## src/rtl/request_encoder.sv

```systemverilog
// Sequential 8-to-3 request encoder with valid/ready grant handshake.
// Define REQUEST_ENCODER_RR_EN for round-robin instead of fixed priority.
module request_encoder (
  input  logic       clk,
  input  logic       rst_n,
  input  logic [7:0] req,
  input  logic       ready,
  output logic       valid,
  output logic [2:0] address,
  output logic [7:0] pending,
  output logic       dup
);

  typedef enum logic {
    IDLE,
    OFFER
  } state_t;

  state_t     state;
  state_t     state_nx;
  logic [2:0] addr_nx;
  logic       hs;
  logic [7:0] clear;
  logic [7:0] pend_nx;
  logic [2:0] sel;

  assign valid   = (state == OFFER);
  assign hs      = valid & ready;
  assign clear   = hs ? (8'h01 << address) : 8'h00;
  assign pend_nx = (pending & ~clear) | req;

`ifdef REQUEST_ENCODER_RR_EN
  logic [2:0] ptr;
  logic [2:0] ptr_eff;

  // Search must see the grant being served this cycle as "last".
  assign ptr_eff = hs ? address : ptr;

  function automatic logic [2:0] pick(
    input logic [7:0] v,
    input logic [2:0] start
  );
    logic       found;
    logic [2:0] idx;
    pick  = 3'd0;
    found = 1'b0;
    for (int k = 0; k < 8; k++) begin
      idx = start + k[2:0];
      if (!found && v[idx]) begin
        pick  = idx;
        found = 1'b1;
      end
    end
  endfunction

  assign sel = pick(pend_nx, ptr_eff + 3'd1);

  always_ff @(posedge clk or negedge rst_n) begin
    if (!rst_n) begin
      ptr <= 3'd7;
    end else if (hs) begin
      ptr <= address;
    end
  end
`else
  function automatic logic [2:0] pick(
    input logic [7:0] v
  );
    pick = 3'd0;
    for (int i = 7; i >= 0; i--) begin
      if (v[i]) pick = i[2:0];
    end
  endfunction

  assign sel = pick(pend_nx);
`endif

  always_comb begin
    state_nx = state;
    addr_nx  = address;
    unique case (state)
      IDLE: begin
        if (|pend_nx) begin
          addr_nx  = sel;
          state_nx = OFFER;
        end
      end
      OFFER: begin
        if (hs) begin
          if (|pend_nx) begin
            addr_nx = sel;
          end else begin
            state_nx = IDLE;
          end
        end
      end
      default: state_nx = IDLE;
    endcase
  end

  always_ff @(posedge clk or negedge rst_n) begin
    if (!rst_n) begin
      state   <= IDLE;
      address <= 3'd0;
      pending <= 8'h00;
      dup     <= 1'b0;
    end else begin
      state   <= state_nx;
      address <= addr_nx;
      pending <= pend_nx;
      dup     <= |(req & pending & ~clear);
    end
  end

endmodule

```

## config.mk

```make
export PLATFORM = sky130hd
export DESIGN_NAME = request_encoder
export DESIGN_NICKNAME = d
export VERILOG_FILES = /design/src/rtl/request_encoder.sv
export SDC_FILE = /design/constraint.sdc
export NUM_CORES = 1
export LEC_CHECK = 0
export CAP_MARGIN = 30
export CELL_PAD_IN_SITES_DETAIL_PLACEMENT = 1
export CELL_PAD_IN_SITES_GLOBAL_PLACEMENT = 1
export CORE_UTILIZATION = 35
export DETAILED_ROUTE_END_ITERATION = 16
export PLACE_DENSITY_LB_ADDON = 0.1
export SYNTH_ARGS = -nofsm -noshare
export SYNTH_HDL_FRONTEND = slang
export SYNTH_SLANG_ARGS = --single-unit
```

## constraint.sdc

```tcl
create_clock -name clk -period 2.9 [get_ports clk]
set_input_delay 0.58 -clock clk [delete_from_list [all_inputs] [get_ports clk]]
set_output_delay 0.58 -clock clk [all_outputs]
set_load 0.1 [all_outputs]
```

==> flow_metrics.tcl, run 1 <==
set metrics [dict create \
    outcome "completed" \
    max_cap_viol_count 0 \
    r2r-start "address[1]" \
    clk_latency_ps 280 \
    synth_seq_cells 13 \
    finalCritPeriodShare 0.8093 \
    place_hpwl_mm 1.631 \
    grt_pass1_vias 738 \
    cp.arrival_ps 2510 \
    combPwrFrac 0.333 \
    synth_top_flop_cell "dfrtp_1" \
    ir_drop_mv 0.3378 \
    end_kind "flip-flop" \
    wl_met3_um 116 \
    drive_gt1_frac 0.2336 \
    p_leak_nw 0.3954 \
    path_class "in -> reg" \
    hold_start "pending[1]" \
    slew_violations 0 \
    multiInputGateArea_um2 404.1 \
    io_pins 24 \
    cts_tree "built" \
    root_buffer "clkbuf_4" \
    clock_sinks 13 \
    grt-ovfl-total 0 \
    fin_skew_ps 1.429 \
    initial_utilization 0.3800 \
    postRouteAntennaNets 0 \
    top_layer "met4" \
    drt_iter0_markers 15 \
    synthArstFlopShare 1.000 \
    layout.nets 119 \
    die_h_um 48.62 \
    numCtsBuffers 3 \
    worst_pin_slew_ps 618.0 \
    post_drt_wl_per_cell_um 15.63 \
    die-area_mm2 0.002364 \
    cts_resized 0 \
    cts_setup_buffers 0 \
    grt_max_degree 16 \
    pwr-share-seq 0.433 \
    yosysTopAreaCell "dfrtp_1" \
    die_width_um 48.62 \
    grt_pass1_wl_mm 3.505 \
    start_kind "input port" \
    switching_power_uw 191.7 \
    clkPwrFrac 0.234 \
    synth_seq_area_share 0.4276 \
    required_ps 3060 \
    finalSetupTns_ps 0 \
    ctsHoldBuffers 0 \
    gp_congestion 0.8470 \
    switching_share 0.3975 \
    wl_met2_um 997 \
    place_area_um2 989.7 \
    startpoint "ready" \
    avgSynthCellArea_um2 9.392 \
    viasPerCell 5.560 \
    cts_buffer_depth 2 \
    clkSlewWorstSetupHoldPaths_ps 80 \
    syn-cell-area_um2 760.7 \
    nFillCells 240 \
    cts_max_level 1 \
    ff_latch_area_um2 325.3 \
    max_freq_mhz 426.1 \
    synth_edf_count 0 \
    hold_class "reg -> reg" \
    areaGrowthSynthToFinish_pct 33.55 \
    drt_wl_total_mm 2.095 \
    port_buffers 23 \
    diodes 0 \
    finalSetupViolCount 0 \
    power.density_mw_per_mm2 474.6 \
    drc 0 \
    synth_top_area_frac 0.4276 \
    core_mm2 0.002002 \
    netlist_top_cells_count "13 x dfrtp_1, 13 x nor2_1, 7 x a21oi_1, 5 x nand3_1" \
    grtUsageTotal 0.1979 \
    via_count 745 \
    ys_top_cells_by_area "dfrtp_1 43%, nor2_1 6.4%, a21oi_1 4.6%, a31oi_1 3.3%, nand3_1 3.3%" \
    syn-num-nets 92 \
    fin_hold_ws_ps 581.6 \
    synth_cells 81 \
    dr.pass1.iters 4 \
    design_area_mm2 0.001016 \
    synthDistinctLibCells 36 \
    slew_headroom 0.5867 \
    synth-warning-count 0 \
    rsz0062_at_grt "false" \
    post-route-min-period_ps 2347 \
    wl_met1_um 967 \
    finalHoldViolCount 0 \
    rows 16 \
    path_max_fanout 8 \
    antenna_found_initial 0 \
    intPower_uw 290.5 \
]
-- placed cells by master (no fill, tap or decap), types with 3 or more instances in the layout --
cell,instances
a21oi_1,7
a31oi_1,4
buf_4,14
clkbuf_4,3
clkdlybuf4s50_1,10
dfrtp_1,13
inv_1,4
nand2_1,3
nand3_1,5
nor2_1,13
-- sequential cells by signal (all words and copies together), names as in the netlist --
name	count
address	3
valid	1
pending	8
dup	1
-- logic make-up (layout without fill, tap and decap cells) --
| kind of cell | after synthesis | in the layout | synth area share |
|---|---|---|---|
| AO/OA/AOI/OAI | 22 | 22 | 0.2089 |
| buffers and inverters | 7 | 33 | 0.04112 |
| flip-flops | 13 | 13 | 0.4276 |
| AND/OR/NAND/NOR | 38 | 38 | 0.3027 |
| multiplexers | 1 | 1 | 0.01973 |
-- final timing paths --
check	end	slack, ps	cells after the start
setup / recovery	address[1]	550	6
hold / removal	dup	580	2
setup reg to reg	address[1]	830	5
hold reg to reg	dup	580	2
max in group asynchronous	pending[3]	1820	1
min in group asynchronous	dup	680	1
-- layer usage --
layer  track usage  vias up
met5             0        -
met1        0.2594      363
met3       0.06604        2
li1              -      357
met4       0.03922        0
met2        0.3171       23
-- power groups by stage --
stage	clock network, mW	logic [mW]	registers, mW
2_1_floorplan	0	0.0504	0.273
3_3_place_gp	0	0.160	0.212
3_5_place_dp	0	0.161	0.213
4_1_cts	0.118	0.161	0.209
5_1_grt	0.126	0.169	0.211
6_report	0.113	0.161	0.209
-- metrics by stage --
step | std cells | power, mW | util | setup slack (ps)
4_1_cts | 134 | 0.4891 | 0.5075 | 566.6
6_report | 134 | 0.4822 | 0.5075 | 553.1
3_5_place_dp | 130 | 0.3740 | 0.4944 | 274.8
5_1_grt | 134 | 0.5059 | 0.5075 | 501.2
2_1_floorplan | 81 | 0.3234 | - | 483.7
3_3_place_gp | 130 | 0.3725 | 0.4944 | 320.9
-- critical path, cell delays in order --
cell,delay [ps]
clkdlybuf4s50_1,590
and4b_2,330
a31oi_2,200
or4_1,580
a21oi_1,170
a21oi_1,60
-- layout make-up --
cell class,instances,area share
multi-input combinational,61,0.3978
sequential,13,0.3202
timing repair buffer,24,0.2020
tap,27,0.03325
clock buffer,4,0.02586
inverter,5,0.02094
Note: power is estimated with default switching activity, not from simulation.
==> inputs of run 2 (changes only) <==
--- a/config.mk
+++ b/config.mk
@@ -8,7 +8,7 @@
 export CAP_MARGIN = 30
 export CELL_PAD_IN_SITES_DETAIL_PLACEMENT = 1
 export CELL_PAD_IN_SITES_GLOBAL_PLACEMENT = 1
-export CORE_UTILIZATION = 35
+export CORE_UTILIZATION = 30
 export DETAILED_ROUTE_END_ITERATION = 16
 export PLACE_DENSITY_LB_ADDON = 0.1
 export SYNTH_ARGS = -nofsm -noshare
==> constraint.sdc (replaced) <==
create_clock -name clk -period 2.1 [get_ports clk]
set_input_delay 0.42 -clock clk [delete_from_list [all_inputs] [get_ports clk]]
set_output_delay 0.42 -clock clk [all_outputs]
set_load 0.1 [all_outputs]
==> flow_metrics.tcl, run 2 (synthesis gave the netlist of run 1 again) <==
set metrics [dict create \
    grt_pass1_vias 757 \
    r2r-start "address[1]" \
    hold_class "in -> async" \
    grt-ovfl-total 0 \
    crit_path_frequent_cell "a21oi_1" \
    fin_skew_ps 1.072 \
    rsz0062_at_grt "false" \
    clkSlewWorstSetupHoldPaths_ps 80 \
    design_area_mm2 0.001112 \
    dp.cells 143 \
    grt_pass1_wl_mm 3.657 \
    r2r_slack_ps 260 \
    grt_max_degree 16 \
    slew_headroom 0.5895 \
    drc 0 \
    clock_sinks 13 \
    r2r-end "address[1]" \
    die_h_um 52.36 \
    critical_path_depth 7 \
    crit_buf_inv 2 \
    cp_slowest_stage_delay_ps 540 \
    cts_tree "built" \
    antenna_found_initial 0 \
    initial_utilization 0.3312 \
    max_cap_viol_count 0 \
    die-area_mm2 0.002741 \
    fin_hold_ws_ps 513.3 \
    max_freq_mhz 498.9 \
    end_kind "flip-flop" \
    mostFrequentLayoutCells "26 x buf_4, 13 x nor2_1, 10 x clkdlybuf4s50_1, 9 x dfrtp_1, 7 x a21oi_1" \
    cts_max_level 1 \
    start_kind "input port" \
    cts_resized 0 \
    cp_slowest_cell "clkdlybuf4s50_1" \
    worst_pin_slew_ps 613.8 \
    diodes 0 \
    dr.pass1.iters 4 \
    via_count 790 \
    crit_family "simple AND/OR/NAND/NOR gates" \
    rows 17 \
    final_cell_count_no_fill 147 \
    postRouteAntennaNets 0 \
    post-route-min-period_ps 2004 \
    core_mm2 0.002297 \
    startpoint "ready" \
    slew_violations 0 \
    areaGrowthSynthToFinish_pct 46.22 \
    root_buffer "clkbuf_4" \
    finalHoldViolCount 0 \
    finalSetupViolCount 0 \
    io_pins 24 \
    cts_setup_buffers 0 \
    drt_wl_total_mm 2.320 \
    reg2regPathDepth 6 \
    final_common_cell "buf_4" \
    die_width_um 52.36 \
    path_max_fanout 6 \
    grtUsageTotal 0.1879 \
    drt_iter0_markers 4 \
    outcome "completed" \
    largest_reg_flops 8 \
    reg_top3 "pending (8), address (3)" \
    power.density_mw_per_mm2 623.8 \
    worstSetupEndpoint "address[1]" \
    cp.arrival_ps 2170 \
    layout.nets 131 \
    required_ps 2270 \
    ctsHoldBuffers 0 \
    finalCritPeriodShare 0.9544 \
    finalSetupTns_ps 0 \
    viasPerCell 5.374 \
    numCtsBuffers 3 \
    post_drt_wl_per_cell_um 15.78 \
    place_area_mm2 0.001086 \
    path_class "in -> reg" \
    cts_buffer_depth 2 \
    top_register "pending" \
    gp_congestion 0.8056 \
    place_hpwl_mm 1.809 \
    ir_drop_mv 0.3249 \
    cp_cell_sequence "clkdlybuf4s50_1, and4b_2, a21o_4, inv_4, or4_1, a21oi_1, a21oi_1" \
    drive_gt1_frac 0.3445 \
    clk_latency_ps 280 \
    port_buffers 23 \
    p_leak_nw 0.4468 \
]
## run 2: power by group
group	internal (mW)	leakage [nW]	switching (mW)
logic	0.0774	0.307	0.163
registers	0.264	0.125	0.0253
clock network	0.0739	0.0150	0.0904
## run 2: final cells by class
type | instances | area [um2]
well taps | 28 | 35.03
flip-flops and latches | 13 | 330.3
inverters | 5 | 21.27
repair buffers | 36 | 295.3
fillers | 274 | 1185
clock buffers | 4 | 26.28
multi-input cells | 61 | 404.1
## run 2: per-layer routing
layer / GRT usage / vias to the layer above / part of all wire
li1: - / 383 / -
met1: 0.2567 / 378 / 0.48
met2: 0.2869 / 22 / 0.46
met3: 0.02029 / 7 / 0.037
met4: 0.1009 / 0 / 0.020
met5: 0 / - / 0
## run 2: per-stage QoR
step	setup slack [ps]	total power, mW	utilization
2_1_floorplan	23.37	0.4477	-
4_1_cts	96.47	0.6966	0.4842
3_5_place_dp	-201.7	0.5351	0.4728
5_1_grt	5.606	0.7206	0.4842
3_3_place_gp	-183.4	0.5317	0.4728
6_report	95.71	0.6939	0.4842
## run 2: how the worst min path moves through the flow
stage                          start          to  cells past startpoint  slack, ps
after global placement    pending[1]         dup                      2        550
after CTS                      rst_n  pending[4]                      1        540
after detailed placement  pending[1]         dup                      2        550
final                          rst_n  pending[4]                      1        510
after global routing           rst_n  pending[4]                      1        570
after floorplan                rst_n  address[0]                      0        120
==> inputs of run 3 (changes only) <==
--- a/config.mk
+++ b/config.mk
@@ -9,6 +9,7 @@
 export CELL_PAD_IN_SITES_DETAIL_PLACEMENT = 1
 export CELL_PAD_IN_SITES_GLOBAL_PLACEMENT = 1
 export CORE_UTILIZATION = 30
+export CTS_CLUSTER_DIAMETER = 60
 export DETAILED_ROUTE_END_ITERATION = 16
 export PLACE_DENSITY_LB_ADDON = 0.1
 export SYNTH_ARGS = -nofsm -noshare
==> results of run 3 <==
Same layout as run 2: the final DEF is identical, and so are final timing and power.
